## src/rtl/sram_like_bus_arbiter_if.sv

```systemverilog
// Bundled sram-like signals for the inst port, the data port and the shared memory port.
// Handshake: a requester holds req/addr/size/wr/wdata stable until addr_ok is seen high at a
// clock edge; data_ok is a one-cycle pulse that carries rdata for reads or acks a write.
interface sram_like_bus_arbiter_if #(
  parameter int ADDR_W = 32,
  parameter int DATA_W = 32
);
  logic              i_req;
  logic [1:0]        i_size;
  logic [ADDR_W-1:0] i_addr;
  logic              i_addr_ok;
  logic              i_data_ok;
  logic [DATA_W-1:0] i_rdata;

  logic              d_req;
  logic              d_wr;
  logic [1:0]        d_size;
  logic [ADDR_W-1:0] d_addr;
  logic [DATA_W-1:0] d_wdata;
  logic              d_addr_ok;
  logic              d_data_ok;
  logic [DATA_W-1:0] d_rdata;

  logic              m_req;
  logic              m_wr;
  logic [1:0]        m_size;
  logic [ADDR_W-1:0] m_addr;
  logic [DATA_W-1:0] m_wdata;
  logic              m_addr_ok;
  logic              m_data_ok;
  logic [DATA_W-1:0] m_rdata;

  // Arbiter view: serves the two CPU ports and drives the shared memory port.
  modport slave (
    input  i_req, i_size, i_addr,
    input  d_req, d_wr, d_size, d_addr, d_wdata,
    input  m_addr_ok, m_data_ok, m_rdata,
    output i_addr_ok, i_data_ok, i_rdata,
    output d_addr_ok, d_data_ok, d_rdata,
    output m_req, m_wr, m_size, m_addr, m_wdata
  );

  // Environment view: CPU requesters plus the memory responder.
  modport master (
    output i_req, i_size, i_addr,
    output d_req, d_wr, d_size, d_addr, d_wdata,
    output m_addr_ok, m_data_ok, m_rdata,
    input  i_addr_ok, i_data_ok, i_rdata,
    input  d_addr_ok, d_data_ok, d_rdata,
    input  m_req, m_wr, m_size, m_addr, m_wdata
  );
endinterface

```

## src/rtl/sram_like_bus_arbiter.sv

```systemverilog
// Two-port to one-port sram-like arbiter: data has priority, inst is protected from starvation,
// and a single transaction is in flight at a time (IDLE -> ADDR -> DATA -> IDLE).
module sram_like_bus_arbiter #(
  parameter int ADDR_W     = 32,
  parameter int DATA_W     = 32,
  parameter int STARVE_MAX = 4
) (
  input  logic                    clk,
  input  logic                    rst,
  sram_like_bus_arbiter_if.slave  bus,
  output logic                    busy,
  output logic [1:0]              state_dbg
);

  typedef enum logic [1:0] {IDLE = 2'd0, ADDR = 2'd1, DATA = 2'd2} state_t;
  typedef enum logic [1:0] {OWN_NONE = 2'd0, OWN_I = 2'd1, OWN_D = 2'd2} owner_t;

  localparam int            CW         = (STARVE_MAX < 1) ? 1 : $clog2(STARVE_MAX + 1);
  localparam logic [CW-1:0] STARVE_LIM = CW'(STARVE_MAX);

  state_t        state;
  owner_t        owner;
  logic [CW-1:0] starve_cnt;

  logic starve_hit;
  logic grant_d;
  logic owner_req;
  logic sel_i;
  logic sel_d;
  logic in_addr;
  logic in_data;
  logic ack;
  logic rsp;

  assign starve_hit = (STARVE_MAX != 0) && (starve_cnt == STARVE_LIM);
  assign grant_d    = bus.d_req && !(bus.i_req && starve_hit);
  assign sel_i      = (owner == OWN_I);
  assign sel_d      = (owner == OWN_D);
  assign owner_req  = (sel_d && bus.d_req) || (sel_i && bus.i_req);

  always_ff @(posedge clk) begin
    if (rst) begin
      state      <= IDLE;
      owner      <= OWN_NONE;
      starve_cnt <= '0;
    end else begin
      unique case (state)
        IDLE: begin
          if (bus.d_req || bus.i_req) begin
            state <= ADDR;
            if (grant_d) begin
              owner <= OWN_D;
              if (bus.i_req && (starve_cnt != STARVE_LIM))
                starve_cnt <= starve_cnt + 1'b1;
            end else begin
              owner      <= OWN_I;
              starve_cnt <= '0;
            end
          end
        end
        ADDR: begin
          // A requester withdrawing before acceptance ends the attempt without a handshake.
          if (!owner_req) begin
            state <= IDLE;
            owner <= OWN_NONE;
          end else if (bus.m_addr_ok) begin
            state <= DATA;
          end
        end
        DATA: begin
          if (bus.m_data_ok) begin
            state <= IDLE;
            owner <= OWN_NONE;
          end
        end
        default: begin
          state <= IDLE;
          owner <= OWN_NONE;
        end
      endcase
    end
  end

  assign in_addr = (state == ADDR);
  assign in_data = (state == DATA) && !rst;

  // m_req follows the owner's req so a withdrawn request is never offered to memory.
  assign bus.m_req   = in_addr && owner_req;
  assign bus.m_wr    = in_addr && sel_d && bus.d_wr;
  assign bus.m_size  = in_addr ? (sel_d ? bus.d_size : bus.i_size) : 2'b00;
  assign bus.m_addr  = in_addr ? (sel_d ? bus.d_addr : bus.i_addr) : {ADDR_W{1'b0}};
  assign bus.m_wdata = (in_addr && sel_d) ? bus.d_wdata : {DATA_W{1'b0}};

  // Handshakes are suppressed while rst is high so an aborted transfer is never acknowledged.
  assign ack           = in_addr && owner_req && bus.m_addr_ok && !rst;
  assign bus.i_addr_ok = ack && sel_i;
  assign bus.d_addr_ok = ack && sel_d;

  assign rsp           = in_data && bus.m_data_ok;
  assign bus.i_data_ok = rsp && sel_i;
  assign bus.d_data_ok = rsp && sel_d;
  assign bus.i_rdata   = (rsp && sel_i) ? bus.m_rdata : {DATA_W{1'b0}};
  assign bus.d_rdata   = (rsp && sel_d) ? bus.m_rdata : {DATA_W{1'b0}};

  assign busy      = (state != IDLE);
  assign state_dbg = state;

endmodule

```

## src/flat_wrapper.sv

```systemverilog
// flat-port wrapper written by rule: the top's interface ports become plain ports
module sram_like_bus_arbiter_flat 
#(
  parameter int ADDR_W     = 32,
  parameter int DATA_W     = 32,
  parameter int STARVE_MAX = 4
)
  (clk, rst, busy, state_dbg, bus_i_req, bus_i_size, bus_i_addr, bus_d_req, bus_d_wr, bus_d_size, bus_d_addr, bus_d_wdata, bus_m_addr_ok, bus_m_data_ok, bus_m_rdata, bus_i_addr_ok, bus_i_data_ok, bus_i_rdata, bus_d_addr_ok, bus_d_data_ok, bus_d_rdata, bus_m_req, bus_m_wr, bus_m_size, bus_m_addr, bus_m_wdata);
  sram_like_bus_arbiter_if #(.ADDR_W(ADDR_W), .DATA_W(DATA_W)) bus_i ();
  input  logic clk;
  input  logic rst;
  output logic busy;
  output logic [1:0] state_dbg;
  input wire logic [$bits(bus_i.i_req)-1:0] bus_i_req;
  input wire logic [$bits(bus_i.i_size)-1:0] bus_i_size;
  input wire logic [$bits(bus_i.i_addr)-1:0] bus_i_addr;
  input wire logic [$bits(bus_i.d_req)-1:0] bus_d_req;
  input wire logic [$bits(bus_i.d_wr)-1:0] bus_d_wr;
  input wire logic [$bits(bus_i.d_size)-1:0] bus_d_size;
  input wire logic [$bits(bus_i.d_addr)-1:0] bus_d_addr;
  input wire logic [$bits(bus_i.d_wdata)-1:0] bus_d_wdata;
  input wire logic [$bits(bus_i.m_addr_ok)-1:0] bus_m_addr_ok;
  input wire logic [$bits(bus_i.m_data_ok)-1:0] bus_m_data_ok;
  input wire logic [$bits(bus_i.m_rdata)-1:0] bus_m_rdata;
  output wire logic [$bits(bus_i.i_addr_ok)-1:0] bus_i_addr_ok;
  output wire logic [$bits(bus_i.i_data_ok)-1:0] bus_i_data_ok;
  output wire logic [$bits(bus_i.i_rdata)-1:0] bus_i_rdata;
  output wire logic [$bits(bus_i.d_addr_ok)-1:0] bus_d_addr_ok;
  output wire logic [$bits(bus_i.d_data_ok)-1:0] bus_d_data_ok;
  output wire logic [$bits(bus_i.d_rdata)-1:0] bus_d_rdata;
  output wire logic [$bits(bus_i.m_req)-1:0] bus_m_req;
  output wire logic [$bits(bus_i.m_wr)-1:0] bus_m_wr;
  output wire logic [$bits(bus_i.m_size)-1:0] bus_m_size;
  output wire logic [$bits(bus_i.m_addr)-1:0] bus_m_addr;
  output wire logic [$bits(bus_i.m_wdata)-1:0] bus_m_wdata;
  assign bus_i.i_req = bus_i_req;
  assign bus_i.i_size = bus_i_size;
  assign bus_i.i_addr = bus_i_addr;
  assign bus_i.d_req = bus_d_req;
  assign bus_i.d_wr = bus_d_wr;
  assign bus_i.d_size = bus_d_size;
  assign bus_i.d_addr = bus_d_addr;
  assign bus_i.d_wdata = bus_d_wdata;
  assign bus_i.m_addr_ok = bus_m_addr_ok;
  assign bus_i.m_data_ok = bus_m_data_ok;
  assign bus_i.m_rdata = bus_m_rdata;
  assign bus_i_addr_ok = bus_i.i_addr_ok;
  assign bus_i_data_ok = bus_i.i_data_ok;
  assign bus_i_rdata = bus_i.i_rdata;
  assign bus_d_addr_ok = bus_i.d_addr_ok;
  assign bus_d_data_ok = bus_i.d_data_ok;
  assign bus_d_rdata = bus_i.d_rdata;
  assign bus_m_req = bus_i.m_req;
  assign bus_m_wr = bus_i.m_wr;
  assign bus_m_size = bus_i.m_size;
  assign bus_m_addr = bus_i.m_addr;
  assign bus_m_wdata = bus_i.m_wdata;
  sram_like_bus_arbiter #(.ADDR_W(ADDR_W), .DATA_W(DATA_W), .STARVE_MAX(STARVE_MAX)) u_core (.clk(clk), .rst(rst), .bus(bus_i), .busy(busy), .state_dbg(state_dbg));
endmodule
```

## config.mk

```make
export PLATFORM = sky130hd
export DESIGN_NAME = sram_like_bus_arbiter_flat
export DESIGN_NICKNAME = d
export VERILOG_FILES = /design/src/rtl/sram_like_bus_arbiter_if.sv /design/src/rtl/sram_like_bus_arbiter.sv /design/src/flat_wrapper.sv
export SDC_FILE = /design/constraint.sdc
export NUM_CORES = 1
export LEC_CHECK = 0
export BUFFER_PORTS_ARGS = -buffer_cell sky130_fd_sc_hd__buf_2
export CELL_PAD_IN_SITES_DETAIL_PLACEMENT = 1
export CELL_PAD_IN_SITES_GLOBAL_PLACEMENT = 1
export CORE_AREA = 2 2 107 109
export DETAILED_ROUTE_END_ITERATION = 10
export DIE_AREA = 0 0 109 111
export PLACE_DENSITY = 0.92
export SYNTH_ARGS = -nofsm -noshare
export SYNTH_HDL_FRONTEND = slang
export SYNTH_SLANG_ARGS = --single-unit
```

## constraint.sdc

```tcl
create_clock -name clk -period 3.8 [get_ports clk]
set_input_delay 0.57 -clock clk [delete_from_list [all_inputs] [get_ports clk]]
set_output_delay 0.57 -clock clk [all_outputs]
set_load 0.05 [all_outputs]
```

==> results.py <==
metrics = {
    "floorplan": {
        "core-area_sq_mm": 0.0111,
        "start_util_pct": 14.5,
        "num_rows": 39,
        "io_pins": 278,
        "die_area_sq_mm": 0.0121,
        "die_h_um": 111,
        "chipWidth_um": 109,
    },
    "timing": {
        "tightest_slew_ns": 0.532,
        "finalSetupViolCount": 0,
        "max_freq_mhz": 382,
        "final.setup_skew_ns": 0.000516,
        "setup_slack_ns": 1.18,
        "rsz0062_at_grt": "false",
        "period_share_pct": 69.0,
        "period_minus_slack_ns": 2.62,
        "slew_headroom_pct": 64.4,
        "tns_ns": 0,
        "drv_slew": 0,
        "finalHoldViolations": 0,
    },
    "yosys": {
        "syn-instance-count": 276,
        "synth.area.top_cells": "and2_1, nand2_1, a21oi_1",
        "syn_area_per_cell_sq_um": 5.82,
        "yosysTopAreaCell": "and2_1",
        "synth-seq-cells": 7,
        "netlist_area_sq_mm": 0.00161,
        "ys.warnings.count": 0,
        "ys_types": 28,
        "ys_seq_area_share_pct": 8.72,
        "syn_nets": 417,
        "synth_top_area_share_pct": 38.2,
    },
    "clocking": {
        "cts_resized": 0,
        "numCtsBuffers": 3,
        "cts_buffer_depth": 2,
        "h-tree-depth": 1,
        "clk_latency_ns": 0.24,
        "cts.root.buffer_cell": "clkbuf_16",
        "tritoncts": "done",
        "clkSinkCount": 7,
        "postCtsSetupRepairBufs": 0,
        "holdBufCountCts": 0,
        "clkSlewWorstSetupHoldPaths_ns": 0.04,
    },
    "cells_and_area": {
        "layout-drive-gt1-share_pct": 54.9,
        "fin_nets": 681,
        "num_antenna_cells": 0,
        "final_cell_mix": "buf_2, and2_1, nand2_1",
        "area_delta_synth_final_pct": 97.9,
        "final_common_cell": "buf_2",
        "fillCellCount": 1526,
    },
    "routing": {
        "drt_wl_total_mm": 9.37,
        "dr.pass1.iters": 4,
        "ant_nets": 0,
        "routedWlPerCell_um": 13.7,
        "drc_errors": 0,
        "avgViaCountPerCell": 4.10,
        "dr.first_iter.drc_count": 168,
        "vias": 2796,
    },
    "critical_path": {
        "critPathMaxStageDelay_ns": 0.48,
        "end_kind": "primary output",
        "cp-start-kind": "flip-flop",
        "crit_buf_inv": 2,
        "cp_top_family": "simple AND/OR/NAND/NOR gates",
        "critical_path_required_ns": 3.23,
        "worstPathMaxFanout": 36,
        "criticalPathCategory": "flip-flop to primary output",
        "path_cells": "nand2b_1 > buf_4 > nor2_4 > and2_1 > buf_2",
        "cp.arrival_ns": 2.05,
        "cp_slowest_cell": "nor2_4",
    },
    "grt": {
        "antenna_found_initial": 0,
        "grt_use_total_pct": 14.4,
        "gr-total-overflow": 0,
        "grt_pass1_vias": 2703,
        "grt_pass1_wl_mm": 13.8,
        "grt_max_degree": 37,
    },
    "place": {
        "numPortBuffers": 277,
        "post-dp-hpwl_mm": 7.96,
        "place_congestion": 0.861,
        "place_ws_ns": 1.16,
    },
    "pwr": {
        "leakagePower_nw": 2.01,
        "powerDensity_mw_per_mm2": 195,
        "power.total_w": 0.000619,
        "ir_drop_mv": 0.203,
    },
    "outcome": {
        "outcome": "finished clean",
    },
    "job": {
        "drv_cap": 0,
    },
    "hold_path": {
        "hp-class": "flip-flop to flip-flop",
    },
}
==> logic make-up (layout without fill, tap and decap cells) <==
group,after synthesis,count (layout),share of synthesized area (%)
simple gates,193,193,65.7
compound gates,47,47,16.0
buf+inv,27,290,8.02
flops,7,7,8.72
fa+ha+maj,2,2,1.56
==> metrics by stage <==
| stage | hold WS (ns) | area, sq um | std cells | util (%) |
|---|---|---|---|---|
| floorplan | 0.449 | 1610 | 276 | - |
| global placement | 0.473 | 3100 | 678 | 28.0 |
| detailed placement | 0.476 | 3100 | 678 | 28.0 |
| CTS | 0.481 | 3180 | 682 | 28.7 |
| global route | 0.506 | 3180 | 682 | 28.7 |
| finish | 0.475 | 3180 | 682 | 28.7 |
==> routing by layer <==
metal	track usage [%]	share of wire (%)
met2	26.0	51
met3	3.06	9.9
met4	3.33	1.3
met5	0	0
met1	17.0	38
==> state kept, by name, summed over array words and instances (netlist names) <==
register           count
u_core.owner           2
u_core.starve_cnt      3
u_core.state_dbg       2
==> worst min-delay path, cell delays in order (launching register included) <==
cell and delay (ns):
dfxtp_1 0.31, nand2_1 0.06, a21oi_1 0.05
==> report_power, final <==
part | total [W] | internal (W) | switching, W
sequential | 0.0000834 | 0.0000777 | 0.00000562
combinational | 0.000352 | 0.000110 | 0.000243
clock | 0.000183 | 0.000140 | 0.0000434
total | 0.000619 | 0.000327 | 0.000292
==> final cells by class <==
class	count	area (sq um)	area share, %
clock buffer	4	78.8	2.48
tap	143	179	5.63
multi-input combinational	242	1340	42.2
sequential	7	140	4.41
timing repair buffer	282	1420	44.8
inverter	4	15.0	0.472
==> cells in the mapped netlist, drive strengths merged <==
cell type,n
nand3b,3
clkbuf,8
inv,4
and2,98
nand4b,1
nand2,72
or3,1
nand3,2
dfxtp,7
nor2,4
nand4,2
nand2b,3
or3b,1
a21bo,1
or2b,1
nor2b,1
a21oi,43
ha,2
nor3,3
a2111o,1
buf,15
nand4bb,1
o21ai,2
==> final timing paths <==
kind,startpoint,end,slack (ns),cells past startpoint
setup reg to reg,u_core.state_dbg[1],u_core.owner[0],2.24,5
hold reg to reg,u_core.starve_cnt[1],u_core.starve_cnt[1],0.48,2
setup / recovery,u_core.state_dbg[1],bus_m_wdata[1],1.18,5
hold / removal,u_core.starve_cnt[1],u_core.starve_cnt[1],0.48,2
(Power assumes the default switching activity.)
